$ cat config.mk
export PLATFORM = sky130hd
export DESIGN_NAME = mjpg_entropy_scheduler
export DESIGN_NICKNAME = d
export VERILOG_FILES = /design/src/rtl/mjpg_entropy_scheduler.sv
export SDC_FILE = /design/constraint.sdc
export NUM_CORES = 1
export LEC_CHECK = 0
export ABC_AREA = 1
export BUFFER_PORTS_ARGS = -buffer_cell sky130_fd_sc_hd__buf_4
export CAP_MARGIN = 10
export CORE_UTILIZATION = 50
export CTS_CLUSTER_DIAMETER = 60
export DETAILED_ROUTE_END_ITERATION = 8
export PLACE_DENSITY = 0.78
export SYNTH_ARGS = -nofsm -noshare
export SYNTH_HDL_FRONTEND = slang
export SYNTH_SLANG_ARGS = --single-unit
$ cat constraint.sdc
create_clock -name clk -period 2.92 [get_ports clk]
set_clock_uncertainty 0.2 [all_clocks]
set_input_delay 0.584 -clock clk [delete_from_list [all_inputs] [get_ports clk]]
set_output_delay 0.584 -clock clk [all_outputs]
set_load 0.01 [all_outputs]
$ cat src/rtl/mjpg_entropy_scheduler.sv
// MJPEG entropy scheduler: sequences every packer write for one frame.
// Emits the byte-alignment pad and the frame header (with width/height
// patched in), then drives per-MCU Y/Cb/Cr request slots to the three
// component encoders. The encoders' length/data outputs and the scheduler's
// own pad/header words are merged through one register stage onto the
// packer port. Collisions and protocol misuse raise a sticky error.
module mjpg_entropy_scheduler #(
    parameter int LEN_FH     = 171,
    parameter int HDR_START  = 2,
    parameter int DCT_TH_Y   = 4,
    parameter int DCT_TH_C   = 2,
    parameter int GAP_CYCLES = 8
) (
    input  logic        clk,
    input  logic        rst,
    input  logic        frame_start,
    input  logic [11:0] width,
    input  logic [11:0] height,
    input  logic        band_ready,
    input  logic [2:0]  bs_rest,
    output logic [7:0]  fh_addr,
    input  logic [7:0]  fh_data,
    output logic [2:0]  ce_req,
    output logic [7:0]  ce_x_mcu,
    input  logic [17:0] ce_elen,
    input  logic [95:0] ce_edata,
    output logic [5:0]  elen,
    output logic [31:0] edata,
    output logic [31:0] edata_nostuff,
    output logic        busy,
    output logic        err
);

    localparam logic [7:0] HDR_FIRST = 8'(HDR_START);
    localparam logic [7:0] HDR_LAST  = 8'(LEN_FH - 1);
    localparam logic [7:0] TH_Y      = 8'(DCT_TH_Y);
    localparam logic [7:0] TH_C      = 8'(DCT_TH_C);
    localparam logic [7:0] GAP_LAST  = 8'(GAP_CYCLES - 1);

    // Header ROM indices replaced by the sampled frame dimensions
    localparam logic [7:0] IDX_H_HI = 8'd143;
    localparam logic [7:0] IDX_H_LO = 8'd144;
    localparam logic [7:0] IDX_W_HI = 8'd145;
    localparam logic [7:0] IDX_W_LO = 8'd146;

    typedef enum logic [2:0] {
        S_IDLE  = 3'd0,
        S_ALIGN = 3'd1,
        S_HDR   = 3'd2,
        S_WAIT  = 3'd3,
        S_Y     = 3'd4,
        S_CB    = 3'd5,
        S_CR    = 3'd6,
        S_GAP   = 3'd7
    } state_t;

    // True when more than one source presents a nonzero length
    function automatic logic multi_src(input logic [3:0] nz);
        logic [2:0] n;
        n = 3'd0;
        for (int i = 0; i < 4; i++) begin
            n = n + {2'b00, nz[i]};
        end
        return (n > 3'd1);
    endfunction

    state_t      state_r;
    state_t      state_next_s;
    logic [7:0]  x_r;
    logic [7:0]  x_next_s;
    logic [7:0]  band_r;
    logic [7:0]  band_next_s;
    logic [7:0]  cnt_r;
    logic [10:0] width_r;
    logic [10:0] height_r;
    logic [7:0]  h_mcu_s;
    logic [7:0]  v_mcu_s;
    logic [7:0]  hdr_idx_s;

    logic [5:0]  fsm_len_s;
    logic [31:0] fsm_data_s;
    logic [7:0]  hdr_byte_s;
    logic [2:0]  req_next_s;
    logic [7:0]  x_out_next_s;
    logic [31:0] nostuff_next_s;
    logic [7:0]  addr_next_s;

    logic [5:0]  len_y_s;
    logic [5:0]  len_cb_s;
    logic [5:0]  len_cr_s;
    logic [3:0]  nz_s;
    logic [5:0]  len_or_s;
    logic [31:0] data_or_s;
    logic        collide_s;
    logic        err_set_s;

    logic [5:0]  elen_r;
    logic [31:0] edata_r;
    logic [31:0] nostuff_r;
    logic [2:0]  ce_req_r;
    logic [7:0]  ce_x_r;
    logic        busy_r;
    logic        err_r;
    logic [7:0]  fh_addr_r;

    // Dimension bit 11 exceeds the 11-bit MCU range and is ignored
    logic unused_dim_s;
    assign unused_dim_s = &{1'b0, width[11], height[11]};

    assign h_mcu_s   = width_r[10:3];
    assign v_mcu_s   = height_r[10:3];
    // The address runs one ahead of the byte currently on fh_data
    assign hdr_idx_s = fh_addr_r - 8'd1;

    // State register
    always_ff @(posedge clk) begin
        if (rst) begin
            state_r <= S_IDLE;
        end else begin
            state_r <= state_next_s;
        end
    end

    // Next-state logic together with next MCU column and band count
    always_comb begin
        state_next_s = state_r;
        x_next_s     = x_r;
        band_next_s  = band_r;
        if (frame_start) begin
            // A frame start always restarts the frame, even mid-frame
            state_next_s = S_ALIGN;
            x_next_s     = 8'd0;
            band_next_s  = 8'd0;
        end else begin
            case (state_r)
                S_IDLE: begin
                    state_next_s = S_IDLE;
                end
                S_ALIGN: begin
                    state_next_s = S_HDR;
                end
                S_HDR: begin
                    if (hdr_idx_s == HDR_LAST) begin
                        state_next_s = S_WAIT;
                        band_next_s  = 8'd0;
                    end else begin
                        state_next_s = S_HDR;
                    end
                end
                S_WAIT: begin
                    if (band_r == v_mcu_s) begin
                        state_next_s = S_IDLE;
                    end else if (band_ready) begin
                        if (h_mcu_s == 8'd0) begin
                            // Zero-width band: nothing to encode, just count it
                            band_next_s = band_r + 8'd1;
                        end else begin
                            state_next_s = S_Y;
                            x_next_s     = 8'd0;
                        end
                    end else begin
                        state_next_s = S_WAIT;
                    end
                end
                S_Y: begin
                    if (cnt_r == TH_Y) begin
                        state_next_s = S_CB;
                    end else begin
                        state_next_s = S_Y;
                    end
                end
                S_CB: begin
                    if (cnt_r == TH_C) begin
                        state_next_s = S_CR;
                    end else begin
                        state_next_s = S_CB;
                    end
                end
                S_CR: begin
                    if (cnt_r != TH_C) begin
                        state_next_s = S_CR;
                    end else if (x_r == h_mcu_s - 8'd1) begin
                        state_next_s = S_GAP;
                    end else begin
                        state_next_s = S_Y;
                        x_next_s     = x_r + 8'd1;
                    end
                end
                S_GAP: begin
                    if (cnt_r == GAP_LAST) begin
                        state_next_s = S_WAIT;
                        band_next_s  = band_r + 8'd1;
                    end else begin
                        state_next_s = S_GAP;
                    end
                end
                default: begin
                    state_next_s = S_IDLE;
                end
            endcase
        end
    end

    // Output decode: own pad/header word, next-cycle request, column, ROM address
    always_comb begin
        case (hdr_idx_s)
            IDX_H_HI: hdr_byte_s = {5'b00000, height_r[10:8]};
            IDX_H_LO: hdr_byte_s = height_r[7:0];
            IDX_W_HI: hdr_byte_s = {5'b00000, width_r[10:8]};
            IDX_W_LO: hdr_byte_s = width_r[7:0];
            default:  hdr_byte_s = fh_data;
        endcase

        case (state_r)
            S_ALIGN: begin
                fsm_len_s  = {3'b000, bs_rest};
                fsm_data_s = 32'h0000_00FF;
            end
            S_HDR: begin
                fsm_len_s  = 6'd8;
                fsm_data_s = {24'h00_0000, hdr_byte_s};
            end
            default: begin
                fsm_len_s  = 6'd0;
                fsm_data_s = 32'h0000_0000;
            end
        endcase

        if (state_r == S_ALIGN || state_r == S_HDR) begin
            nostuff_next_s = 32'h0000_00FF;
        end else begin
            nostuff_next_s = 32'h0000_0000;
        end

        // Requests are registered from the next state so they assert in the
        // first cycle of their slot
        case (state_next_s)
            S_Y:     req_next_s = 3'b001;
            S_CB:    req_next_s = 3'b010;
            S_CR:    req_next_s = 3'b100;
            default: req_next_s = 3'b000;
        endcase

        if (state_next_s == S_Y || state_next_s == S_CB || state_next_s == S_CR) begin
            x_out_next_s = x_next_s;
        end else begin
            x_out_next_s = 8'd0;
        end

        // The first header address is issued during ALIGN
        if (state_next_s == S_ALIGN) begin
            addr_next_s = HDR_FIRST;
        end else if (state_next_s == S_HDR) begin
            addr_next_s = fh_addr_r + 8'd1;
        end else begin
            addr_next_s = 8'd0;
        end
    end

    // Slot counter: cleared on any state change, counts cycles inside a slot
    always_ff @(posedge clk) begin
        if (rst) begin
            cnt_r <= 8'd0;
        end else if (frame_start || (state_next_s != state_r)) begin
            cnt_r <= 8'd0;
        end else if (state_r == S_Y || state_r == S_CB || state_r == S_CR || state_r == S_GAP) begin
            cnt_r <= cnt_r + 8'd1;
        end else begin
            cnt_r <= 8'd0;
        end
    end

    // Frame dimensions, MCU column and band counter
    always_ff @(posedge clk) begin
        if (rst) begin
            x_r      <= 8'd0;
            band_r   <= 8'd0;
            width_r  <= 11'd0;
            height_r <= 11'd0;
        end else begin
            x_r    <= x_next_s;
            band_r <= band_next_s;
            if (frame_start) begin
                width_r  <= width[10:0];
                height_r <= height[10:0];
            end else begin
                width_r  <= width_r;
                height_r <= height_r;
            end
        end
    end

    // Source merge: mask each word by its own length, detect overlapping sources
    always_comb begin
        len_y_s   = ce_elen[5:0];
        len_cb_s  = ce_elen[11:6];
        len_cr_s  = ce_elen[17:12];
        nz_s      = {(fsm_len_s != 6'd0), (len_cr_s != 6'd0),
                     (len_cb_s != 6'd0), (len_y_s != 6'd0)};
        len_or_s  = fsm_len_s | len_y_s | len_cb_s | len_cr_s;
        data_or_s = (nz_s[0] ? ce_edata[31:0]  : 32'h0000_0000) |
                    (nz_s[1] ? ce_edata[63:32] : 32'h0000_0000) |
                    (nz_s[2] ? ce_edata[95:64] : 32'h0000_0000) |
                    (nz_s[3] ? fsm_data_s      : 32'h0000_0000);
        collide_s = multi_src(nz_s);
        err_set_s = collide_s |
                    (band_ready && (state_r != S_WAIT)) |
                    (frame_start && (state_r != S_IDLE));
    end

    // Registered outputs: merged packer word, requests, ROM address, status
    always_ff @(posedge clk) begin
        if (rst) begin
            elen_r    <= 6'd0;
            edata_r   <= 32'h0000_0000;
            nostuff_r <= 32'h0000_0000;
            ce_req_r  <= 3'b000;
            ce_x_r    <= 8'd0;
            busy_r    <= 1'b0;
            err_r     <= 1'b0;
            fh_addr_r <= 8'd0;
        end else begin
            elen_r    <= collide_s ? 6'd0 : len_or_s;
            edata_r   <= data_or_s;
            nostuff_r <= nostuff_next_s;
            ce_req_r  <= req_next_s;
            ce_x_r    <= x_out_next_s;
            busy_r    <= (state_next_s != S_IDLE);
            err_r     <= err_r | err_set_s;
            fh_addr_r <= addr_next_s;
        end
    end

    assign elen          = elen_r;
    assign edata         = edata_r;
    assign edata_nostuff = nostuff_r;
    assign ce_req        = ce_req_r;
    assign ce_x_mcu      = ce_x_r;
    assign busy          = busy_r;
    assign err           = err_r;
    assign fh_addr       = fh_addr_r;

endmodule

==> flow_summary.json, run 1 <==
{
  "synthTopCellsByArea": "dfxtp_1, nand2_1, nand3_1",
  "cts_resized": 0,
  "die_h_um": 115,
  "cap_viol_max_count": 0,
  "globalplace.congestion": 0.868,
  "fin_crit_sh": 0.914,
  "synth_cell_type_count": 42,
  "final_nets": 1327,
  "rsz0062_at_grt": "no",
  "synth_top_area_cell": "dfxtp_1",
  "tightest_slew_ns": 0.826,
  "slew_headroom": 0.447,
  "cts-buffers-inserted": 9,
  "place.port_buffers": 217,
  "dieArea_mm2": 0.0132,
  "grt_pass1_vias": 5949,
  "grt_antenna_before_repair": 0,
  "cp_data_arrival_time_ns": 2.75,
  "synthCells": 955,
  "pwr_density_cell_mw_per_mm2": 408,
  "finalSetupViolCount": 0,
  "postCtsSetupRepairBufs": 0,
  "cts_num_sinks": 109,
  "critPathRequiredTime_ns": 3.00,
  "detail-route-antenna-nets": 0,
  "ir_drop_uv": 296,
  "slew_violations": 0,
  "fin_hold_ws_ns": 0.256,
  "first_pass_iters": 5,
  "insertion_delay_ns": 0.36,
  "die_width_um": 115,
  "dpl.cell_count": 1318,
  "hold_buffers": 0,
  "critPathKind": "register to register",
  "synth_top_cell_area_share": 0.343,
  "grt_remaining_overflow": 0,
  "core_area_mm2": 0.0122,
  "clkTransAtPathRegs_ns": 0.08,
  "drive_above_1_share": 0.253,
  "worst-path-max-fanout": 6,
  "status": "finished, final reports clean",
  "seq_area_frac_synth": 0.343,
  "setup_tns_ns": 0,
  "synth_area_mm2": 0.00636,
  "post-route-min-period_ns": 2.67,
  "drc": 0,
  "critPathLaunchType": "register",
  "drt_iter0_drc": 499,
  "fillers": 1128,
  "grt_pass1_wl_um": 29000,
  "layout.cells.non_filler": 1334,
  "synth_seq_cells": 109,
  "finalHoldViolCount": 0,
  "ios": 244,
  "htree_num_levels": 3,
  "cts-root-buf": "clkbuf_16",
  "cts.path.max_buffers": 2,
  "critPathCaptureType": "register",
  "grt_max_degree": 33,
  "rows": 40,
  "hpwlAfterDp_um": 14700,
  "cts_tree": "done",
  "grt_usage": 0.284,
  "vias_per_cell": 5.03,
  "syn2layout_area_growth_pct": 30.8,
  "hp-class": "input port to register",
  "synth_warnings": 0,
  "leakagePower_nw": 4.21,
  "start_util": 0.521,
  "finalWirelength_um": 18500,
  "num_antenna_cells": 0,
  "routedWlPerCell_um": 13.9,
  "vias": 6707,
  "max_freq_mhz": 375,
  "fin_util": 0.681,
  "syn-mean-instance-area_um2": 6.66
}
==> stage by stage <==
step / instance area, µm² / total power, W / setup slack, ns
6_report: 8320 / 0.00339 / 0.250
5_1_grt: 8320 / 0.00355 / 0.0194
4_1_cts: 8320 / 0.00341 / 0.244
3_5_place_dp: 8040 / 0.00224 / 0.260
3_3_place_gp: 8040 / 0.00223 / 0.285
2_1_floorplan: 6450 / 0.00196 / 0.474
==> path summary, 6_finish.rpt <==
kind	from	to	slack, ns	cells after the start
worst min-delay path	width[0]	width_r[0]	0.26	3
worst max-delay path	state_r[0]	elen[3]	0.25	10
worst min register to register	cnt_r[0]	cnt_r[0]	0.29	1
worst max register to register	state_r[0]	elen[3]	0.25	10
==> cells by family (layout without fill, tap and decap cells) <==
family | after synthesis | after routing | synth area share
and+or+nand+nor | 526 | 526 | 0.374
buffers and inverters | 176 | 364 | 0.128
AOI/OAI and AO/OA | 109 | 109 | 0.0984
DFF | 109 | 109 | 0.343
xor gates and xnor gates | 21 | 21 | 0.0289
adders and majority gates | 13 | 13 | 0.0268
other | 1 | 24 | 0.000590
==> cells in the final DEF (no fill, tap or decap), drive strengths merged, types with 10 or more instances in the layout <==
cell / n
a21oi: 40
buf: 237
clkbuf: 10
conb: 24
dfxtp: 109
ha: 12
inv: 111
nand2: 263
nand3: 94
nand4: 25
nor2: 106
nor3: 31
o21ai: 45
xnor2: 11
xor2: 10
==> per-layer routing <==
metal	share of wire	GRT usage
met4	0.024	0.105
met5	0	0
met2	0.46	0.441
met1	0.45	0.393
met3	0.070	0.0532
==> Yosys cell counts <==
master    number
buf_6          4
fa_1           1
conb_1         1
nand2_1      259
nor2_2         6
xnor2_1       11
nor3b_1        1
nor2_1        97
clkinv_1       3
nand3_4        2
a21oi_1       40
o21ai_1        9
a31oi_1        7
buf_2          6
o211ai_1       4
dfxtp_1      109
nor3_2        12
nand4_1       25
nor3_1        19
nor2_4         3
ha_1          12
buf_4         31
xor2_1        10
a21boi_1       1
o21ai_0       35
a21boi_0       1
nand3_1       90
o21ai_4        1
buf_1          2
nand3_2        2
a22o_1         8
inv_2          8
clkbuf_1      21
o21bai_2       2
nand2_2        3
or3_1          1
nor4_1         2
clkbuf_2       1
inv_1        100
o31ai_1        1
nand2_4        1
nor4_2         3
==> area by class of cell <==
| type | instances | area (µm²) | share of cell area |
|---|---|---|---|
| clock inverter | 6 | 52.6 | 0.00632 |
| clock buffer | 10 | 229 | 0.0275 |
| timing repair buffer | 237 | 1780 | 0.214 |
| tap | 168 | 210 | 0.0253 |
| sequential | 109 | 2180 | 0.262 |
| multi-input combinational | 693 | 3450 | 0.415 |
| inverter | 111 | 417 | 0.0501 |
==> critical path, stage by stage, from the launching register on <==
cell,delay [ns]
dfxtp_1,0.43
inv_1,0.13
nor3_2,0.33
nand2_1,0.15
nand4_1,0.15
inv_1,0.06
fa_1,0.47
inv_1,0.03
a21boi_0,0.22
nand2_1,0.19
a21oi_1,0.23
==> where the power goes <==
group	internal, W	switching, W	leakage, nW
clock	0.000593	0.000589	0.132
sequential	0.00154	0.0000368	0.897
combinational	0.000300	0.000329	3.19
==> flip-flops by register name (all words and copies together) (netlist names), 8 cells and up <==
register  cells
edata        32
height_r     11
width_r      11
band_r        8
ce_x_mcu      8
cnt_r         8
fh_addr       8
x_r           8
No activity file was read; power rests on OpenSTA's default activity.
==> inputs of run 2 (changes only) <==
Settings changed: GPL_TIMING_DRIVEN from default to 0, SKIP_LAST_GASP from default to 1.
==> flow_summary.json, run 2 (synthesis gave the netlist of run 1 again) <==
{
  "p_int_w": 0.00261,
  "leakagePower_nw": 4.41,
  "power_frac_clock": 0.360,
  "worst-path-max-fanout": 6,
  "drt_iter0_drc": 692,
  "finalHoldViolCount": 0,
  "fin_crit_sh": 0.943,
  "globalplace.congestion": 0.918,
  "fillers": 1090,
  "grt_pass1_wl_um": 30400,
  "grt_usage": 0.301,
  "die_width_um": 115,
  "drive_above_1_share": 0.271,
  "multi_input_area_mm2": 0.00349,
  "max_freq_mhz": 363,
  "cp_data_arrival_time_ns": 2.82,
  "critPathLaunchType": "register",
  "cts_tree": "done",
  "r2r_start": "state_r[0]",
  "die_h_um": 115,
  "hold_buffers": 0,
  "cts-root-buf": "clkbuf_16",
  "vias_per_cell": 5.07,
  "htree_num_levels": 3,
  "dpl.cell_count": 1363,
  "grt_remaining_overflow": 0,
  "first_pass_iters": 6,
  "rows": 40,
  "hp-class": "input port to register",
  "ir_drop_uv": 294,
  "ff2ff_path_depth": 11,
  "layout.cells.non_filler": 1380,
  "vias": 7000,
  "rsz0062_at_grt": "yes",
  "core_area_mm2": 0.0122,
  "final_cell_mix": "nand2_1, buf_4, dfxtp_1, inv_1, nor2_1",
  "dieArea_mm2": 0.0132,
  "p_sw_frac": 0.265,
  "place.port_buffers": 217,
  "ios": 244,
  "clkTransAtPathRegs_ns": 0.07,
  "drc": 0,
  "power_w": 0.00355,
  "post-route-min-period_ns": 2.75,
  "holdPathStages": 3,
  "grt_pass1_vias": 6142,
  "cap_viol_max_count": 0,
  "cts.path.max_buffers": 2,
  "pwr_density_cell_mw_per_mm2": 410,
  "layout_commonest_cell": "nand2_1",
  "ff_latch_area_mm2": 0.00218,
  "routedWlPerCell_um": 14.5,
  "status": "finished, final reports clean",
  "start_util": 0.521,
  "critPathRequiredTime_ns": 2.98,
  "power.share.sequential": 0.446,
  "slew_violations": 0,
  "p_comb_frac": 0.194,
  "syn2layout_area_growth_pct": 36.2,
  "switchingPower_w": 0.000942,
  "largest_register_ffs": 32,
  "cts_num_sinks": 109,
  "critPathCaptureType": "register",
  "final_nets": 1374,
  "hpwlAfterDp_um": 15700,
  "finalSetupViolCount": 0,
  "num_antenna_cells": 0,
  "grt_antenna_before_repair": 0,
  "slew_headroom": 0.560,
  "cts-buffers-inserted": 9,
  "tightest_slew_ns": 0.660,
  "finalWirelength_um": 20100,
  "rrSetupSlack_ns": 0.17,
  "worstHoldStart": "width[1]",
  "critPathKind": "register to register",
  "grt_max_degree": 17,
  "insertion_delay_ns": 0.35,
  "detail-route-antenna-nets": 0,
  "rr_endpoint": "elen[1]",
  "hold_path_end": "width_r[1]"
}
-- run 2: cell count changes in the layout (fill, tap and decap cells not counted), sizes merged --
| cell | previous run | this run |
|---|---|---|
| clkinv | 4 | 5 |
| inv | 111 | 108 |
| bufinv | 0 | 1 |
| buf | 237 | 262 |
| clkbuf | 10 | 34 |
| clkinvlp | 2 | 0 |
-- run 2: layer usage --
layer / wire length, µm / track usage / vias up
met1: 8750 / 0.395 / 3186
met3: 1640 / 0.0849 / 26
met4: 288 / 0.0831 / 0
met5: 0 / 0 / -
li1: - / - / 3514
met2: 9370 / 0.484 / 274
-- run 2: worst max-delay path by stage --
| stage | to | startpoint | depth (start not counted) |
|---|---|---|---|
| 2_1_floorplan | edata[0] | fh_addr[0] | 13 |
| 6_report | elen[1] | state_r[0] | 11 |
| 4_1_cts | edata[0] | fh_addr[0] | 15 |
| 5_1_grt | edata[0] | fh_addr[0] | 15 |
| 3_5_place_dp | elen[1] | state_r[0] | 10 |
| 3_3_place_gp | elen[1] | state_r[0] | 10 |
-- run 2: critical path: stages (launching register included) --
cell and delay [ns]:
dfxtp_1 0.42, inv_1 0.15, nor3_4 0.22, buf_12 0.14, nand2_1 0.10, nand4_1 0.19
inv_1 0.08, fa_1 0.48, inv_1 0.05, a21boi_2 0.23, nand2_2 0.19, a21oi_1 0.22
-- run 2: power groups by stage --
stage                     Sequential (W)  Clock, W  Combinational [W]
after floorplan                  0.00163         0           0.000337
after global placement           0.00162         0           0.000659
after detailed placement         0.00162         0           0.000666
after CTS                        0.00158   0.00129           0.000676
after global routing             0.00159   0.00135           0.000757
final                            0.00159   0.00128           0.000690
-- run 2: timing repair --
action,in CTS,in global routing
pin swaps,1,1
cloned,0,0
buffers inserted,1,1
setup endpoints to repair,15,38
gates resized for setup,4,8
-- run 2: final cells by class --
type | instances | share of cell area
buffer | 65 | 0.0461
clock buffer | 12 | 0.0308
clock inverter | 3 | 0.00505
inverter | 111 | 0.0481
multi-input combinational | 693 | 0.402
sequential | 109 | 0.252
tap | 168 | 0.0243
timing repair buffer | 219 | 0.191
-- run 2: per-stage QoR --
step	utilization	cell area [µm²]	setup TNS [ns]	worst slack [ns]	hold WS [ns]
after detailed placement	0.678	8290	-2.52	-0.432	0.263
after CTS	0.706	8620	0	0.0281	0.258
final	0.710	8660	0	0.165	0.267
after global routing	0.710	8660	-0.00364	-0.00333	0.266
after global placement	0.678	8290	-2.30	-0.442	0.254
after floorplan	-	6450	0	0.474	0.240
